File: config.mk
export PLATFORM = sky130hd
export DESIGN_NAME = mult_seq_n
export DESIGN_NICKNAME = d
export VERILOG_FILES = /design/src/rtl/mult_pkg.sv /design/src/rtl/sum_N.sv /design/src/rtl/mult_seq_n.sv
export SDC_FILE = /design/constraint.sdc
export NUM_CORES = 1
export LEC_CHECK = 0
export CAP_MARGIN = 20
export CORE_MARGIN = 2
export CORE_UTILIZATION = 36
export CTS_CLUSTER_SIZE = 20
export DETAILED_ROUTE_END_ITERATION = 8
export HOLD_SLACK_MARGIN = 0.06
export PLACE_DENSITY = 0.58
export RECOVER_POWER = 50
export REMOVE_ABC_BUFFERS = 1
export SLEW_MARGIN = 30
export SYNTH_ARGS = -nofsm -noshare
export SYNTH_HDL_FRONTEND = slang
export SYNTH_SLANG_ARGS = --single-unit
File: constraint.sdc
create_clock -name clk -period 5.63 [get_ports clk]
set_input_delay 1.4075 -clock clk [delete_from_list [all_inputs] [get_ports clk]]
set_output_delay 1.4075 -clock clk [all_outputs]
set_load 0.05 [all_outputs]
File: src/rtl/mult_pkg.sv
// Shared types and sizing helpers for the sequential multiplier.
// Holds the controller state encoding and the iteration-counter width rule.
// Imported by the controller; the adder is width-parameterised only.
package mult_pkg;

  typedef enum logic [1:0] {IDLE, CALC, DONE} mult_state_t;

  // Counter must be able to represent 0..m, so it needs ceil(log2(m+1)) bits.
  function automatic int cnt_width(input int n);
    return $clog2(n + 1);
  endfunction

endpackage

File: src/rtl/sum_N.sv
// m-bit unsigned ripple-carry adder with carry out.
// Purely combinational; the carry chain is the multiplier's critical path.
// No flow control: inputs to outputs in the same cycle.
module sum_N #(
  parameter int m = 4
) (
  input  logic [m-1:0] a,
  input  logic [m-1:0] b,
  output logic [m-1:0] y,
  output logic         cout
);

  logic [m:0] c;

  // Bit-serial carry propagation from LSB to MSB.
  always_comb begin
    c    = '0;
    y    = '0;
    for (int i = 0; i < m; i++) begin
      y[i]     = a[i] ^ b[i] ^ c[i];
      c[i + 1] = (a[i] & b[i]) | (c[i] & (a[i] ^ b[i]));
    end
    cout = c[m];
  end

endmodule

File: src/rtl/mult_seq_n.sv
// Shift-and-add unsigned multiplier sharing one m-bit adder over m iterations.
// Latency: done pulses in the cycle after edge m (accepting edge = edge 0).
// start is only sampled in IDLE; requests during CALC/DONE are dropped.
module mult_seq_n
  import mult_pkg::*;
#(
  parameter int m = 4
) (
  input  logic           clk,
  input  logic           rst,
  input  logic           start,
  input  logic [m-1:0]   a,
  input  logic [m-1:0]   b,
  output logic           busy,
  output logic           done,
  output logic [2*m-1:0] p
);

  localparam int CW = cnt_width(m);

  mult_state_t       state, state_nxt;
  logic [m-1:0]      mcand;   // multiplicand
  logic [m-1:0]      acc;     // product high half
  logic [m-1:0]      mq;      // multiplier, shifted out as product low half fills in
  logic [CW-1:0]     cnt;
  logic [2*m-1:0]    p_r;

  logic [m-1:0]      add_b;
  logic [m-1:0]      sum_y;
  logic              sum_cout;
  logic [2*m-1:0]    shifted;
  logic              last_iter;

  sum_N #(.m(m)) u_sum (
    .a    (acc),
    .b    (add_b),
    .y    (sum_y),
    .cout (sum_cout)
  );

  // Carry is kept: {cout, y, Q} shifted right by one drops only Q[0].
  assign shifted   = {sum_cout, sum_y, mq[m-1:1]};
  assign last_iter = (cnt == CW'(m - 1));

  // Next-state decode and adder operand gating on the multiplier LSB.
  always_comb begin
    state_nxt = state;
    add_b     = mq[0] ? mcand : '0;
    case (state)
      IDLE:    if (start) state_nxt = CALC;
      CALC:    if (last_iter) state_nxt = DONE;
      DONE:    state_nxt = IDLE;
      default: state_nxt = IDLE;
    endcase
  end

  // State and datapath registers; reset aborts any operation and clears p.
  always_ff @(posedge clk) begin
    if (rst) begin
      state <= IDLE;
      mcand <= '0;
      acc   <= '0;
      mq    <= '0;
      cnt   <= '0;
      p_r   <= '0;
    end else begin
      state <= state_nxt;
      case (state)
        IDLE: begin
          if (start) begin
            mcand <= a;
            acc   <= '0;
            mq    <= b;
            cnt   <= '0;
          end
        end
        CALC: begin
          {acc, mq} <= shifted;
          cnt       <= cnt + CW'(1);
          if (last_iter) p_r <= shifted;
        end
        default: ;
      endcase
    end
  end

  assign busy = (state == CALC);
  assign done = (state == DONE);
  assign p    = p_r;

endmodule

==> impl_metrics.py <==
metrics = {
    "sta": {
        "clock.fmax_ghz": 0.2783,
        "setup_violations": 0,
        "period_share": 0.6383,
        "worstMarginPinSlew_ns": 1.311,
        "rsz0062_at_grt": "false",
        "final.setup_skew_ns": 0.005712,
        "slew_violations": 0,
        "relSlewSlack": 0.1257,
        "timing.final.hold_violations": 0,
        "fin_crit_ns": 3.594,
        "setup_tns_ns": 0,
    },
    "placed_design": {
        "hpwlAfterDp_um": 1534,
        "gp_congestion": 0.7474,
        "dpl.cell_count": 171,
        "dpl-instance-area_mm2": 0.001354,
        "io_buffers": 20,
    },
    "logic_synthesis": {
        "ys_seq_elements": 25,
        "syn_inst": 115,
        "netlist.area_leader.share": 0.4264,
        "synth_area_leaders": "dfxtp_1 43%, mux2i_1 6.8%, fa_1 5.1%",
        "ys_seq_area_frac": 0.4264,
        "synth_cell_types": 30,
        "syn_area_per_cell_um2": 10.21,
        "yosysTopAreaCell": "dfxtp_1",
        "yosysWarnings": 0,
        "mappedNetlistArea_mm2": 0.001174,
    },
    "finish": {
        "area_delta_synth_final_pct": 16.84,
        "fin_cells": 175,
        "final_area_mm2": 0.001371,
        "drive_gt1_frac": 0.1145,
        "nets": 149,
        "num_antenna_cells": 0,
    },
    "critical_path": {
        "worstPathRequired_ns": 4.22,
        "r2r_cells": 8,
        "critPathCaptureType": "primary output",
        "reg2reg_slack_ns": 3.07,
        "rr_endpoint": "acc[2]",
        "crit_arrival_ns": 2.19,
        "cp_max_fo": 10,
        "r2r-start": "mq[0]",
        "critPathKind": "flip-flop to primary output",
        "start_kind": "flip-flop",
    },
    "drt": {
        "wl_per_cell_um": 12.23,
        "antenna_left": 0,
        "drc": 0,
        "first_pass_iters": 3,
        "drt_wl_total_um": 2140,
        "via_per_inst": 4.714,
        "num_vias": 825,
        "drt_iter0_markers": 8,
    },
    "grt": {
        "grt.total_usage": 0.1330,
        "grt_pass1_wl_um": 3726,
        "overflow": 0,
        "grt_pass1_vias": 842,
        "grt_max_degree": 30,
        "antenna_found_initial": 0,
    },
    "clock_network": {
        "cts.sinks": 25,
        "tritoncts": "yes",
        "htreeDepth": 1,
        "clk_path_buf_depth": 2,
        "cts_resized": 0,
        "path_clk_slew_ns": 0.13,
        "cts_root_buffer": "clkbuf_4",
        "cts_buffers": 3,
        "clk-insertion-delay-late_ns": 0.31,
        "postCtsHoldBufs": 0,
        "post-cts-setup-buffer-count": 0,
    },
    "power": {
        "comb_power_share": 0.120,
        "p_per_area_mw_per_mm2": 221.6,
        "power.internal_w": 0.0002276,
        "peakVddDrop_uv": 162.7,
        "p_sw_w": 0.00007629,
        "switching_share": 0.2511,
        "power_frac_seq": 0.623,
        "p_clk_frac": 0.258,
        "p_leak_nw": 0.4607,
    },
    "floorplan": {
        "die_h_um": 61.10,
        "dieArea_mm2": 0.003733,
        "ios": 21,
        "row_count": 20,
        "initial_utilization": 0.3813,
        "die_w_um": 61.10,
        "core_mm2": 0.003078,
    },
    "worst_hold_path": {
        "min-delay-start": "mcand[2]",
        "hold_class": "flip-flop to flip-flop",
        "worstHoldEndpoint": "mcand[2]",
        "whs_path_depth": 2,
    },
    "run": {
        "max_cap_violations": 0,
    },
    "run_status": {
        "status": "completed",
    },
}
cell type report:
class	instances	area, µm²
timing repair buffer	21	203.9
fill	323	1707
tap	44	55.05
multi-input combinational	75	560.5
clock buffer	4	26.28
sequential	25	500.5
inverter	6	25.02
power groups by stage:
stage               Combinational (W)  Sequential [W]   Clock, W
global route                0.0000406        0.000191  0.0000915
detailed placement          0.0000374        0.000193          0
global placement            0.0000371        0.000193          0
floorplan                   0.0000207        0.000192          0
finish                      0.0000364        0.000189  0.0000783
CTS                         0.0000374        0.000189  0.0000837
flip-flops by register name (all words and copies together), names as in the netlist:
| signal | cells |
|---|---|
| mq | 4 |
| cnt | 3 |
| mcand | 4 |
| acc | 4 |
| state | 2 |
| p | 8 |
cells by family after synthesis:
kind of cell,count (synthesis),share of synthesized area
multiplexers,9,0.07783
AND/OR/NAND/NOR,40,0.1759
adder cells (fa/ha/maj),6,0.08316
AO/OA/AOI/OAI,20,0.1450
flip-flops,25,0.4264
buffers and inverters,15,0.09168
layer usage:
metal	wire, µm	vias up	GRT usage	share of wire
met1	1049	385	0.1747	0.49
li1	-	424	-	-
met2	1001	16	0.2234	0.47
met3	89	0	0.04412	0.042
met5	0	-	0	0
met4	0	0	0.009317	0
metrics by stage:
stage,power [W],setup WS [ns],utilization,hold slack (ns)
6_report,0.0003039,2.036,0.4455,0.4656
5_1_grt,0.0003226,1.869,0.4455,0.4958
4_1_cts,0.0003105,2.004,0.4484,0.4685
3_5_place_dp,0.0002307,2.375,0.4398,0.4500
3_3_place_gp,0.0002300,2.432,0.4398,0.4386
2_1_floorplan,0.0002125,3.095,-,0.4257
worst max-delay path: stages, from the launching register on:
cell             delay (ns)
dfxtp_1                0.59
nand2b_1               0.31
inv_4                  0.17
clkdlybuf4s50_1        0.81
synthesized netlist by cell type:
library cell  instances
a21oi_1               6
mux2_2                1
inv_1                 5
fa_1                  3
o41ai_1               3
buf_12                1
and3b_1               1
nand2_1              12
dfxtp_1              25
or3b_1                1
and2_1                1
o32ai_2               1
o21a_1                1
or3_1                 4
buf_1                 1
nor2_1                9
nand3_1               2
clkbuf_1              1
nand2b_1              2
a211oi_2              4
buf_2                 2
a211oi_1              4
nor2b_1               2
mux2i_1               8
buf_6                 4
ha_1                  3
inv_4                 1
nor3b_2               1
o21ba_1               1
nor2_2                5
layout by cell type (no fill, tap or decap), types with 4 or more instances in the layout:
cell             netlist  final
a211oi_1               4      5
nand2_1               12     12
clkdlybuf4s50_1        0     19
nor2_1                 9      9
inv_1                  5      5
nor2_2                 5      5
mux2i_1                8      8
a21oi_1                6      6
or3_1                  4      4
dfxtp_1               25     25
how the worst max path moves through the flow:
stage | from | to | slack, ns | cells past startpoint
floorplan | state[0] | done | 3.09 | 1
global placement | state[0] | busy | 2.43 | 3
detailed placement | state[0] | busy | 2.37 | 3
CTS | state[0] | busy | 2.00 | 3
global route | state[0] | busy | 1.87 | 3
finish | state[0] | busy | 2.04 | 3
(Power assumes the default switching activity.)
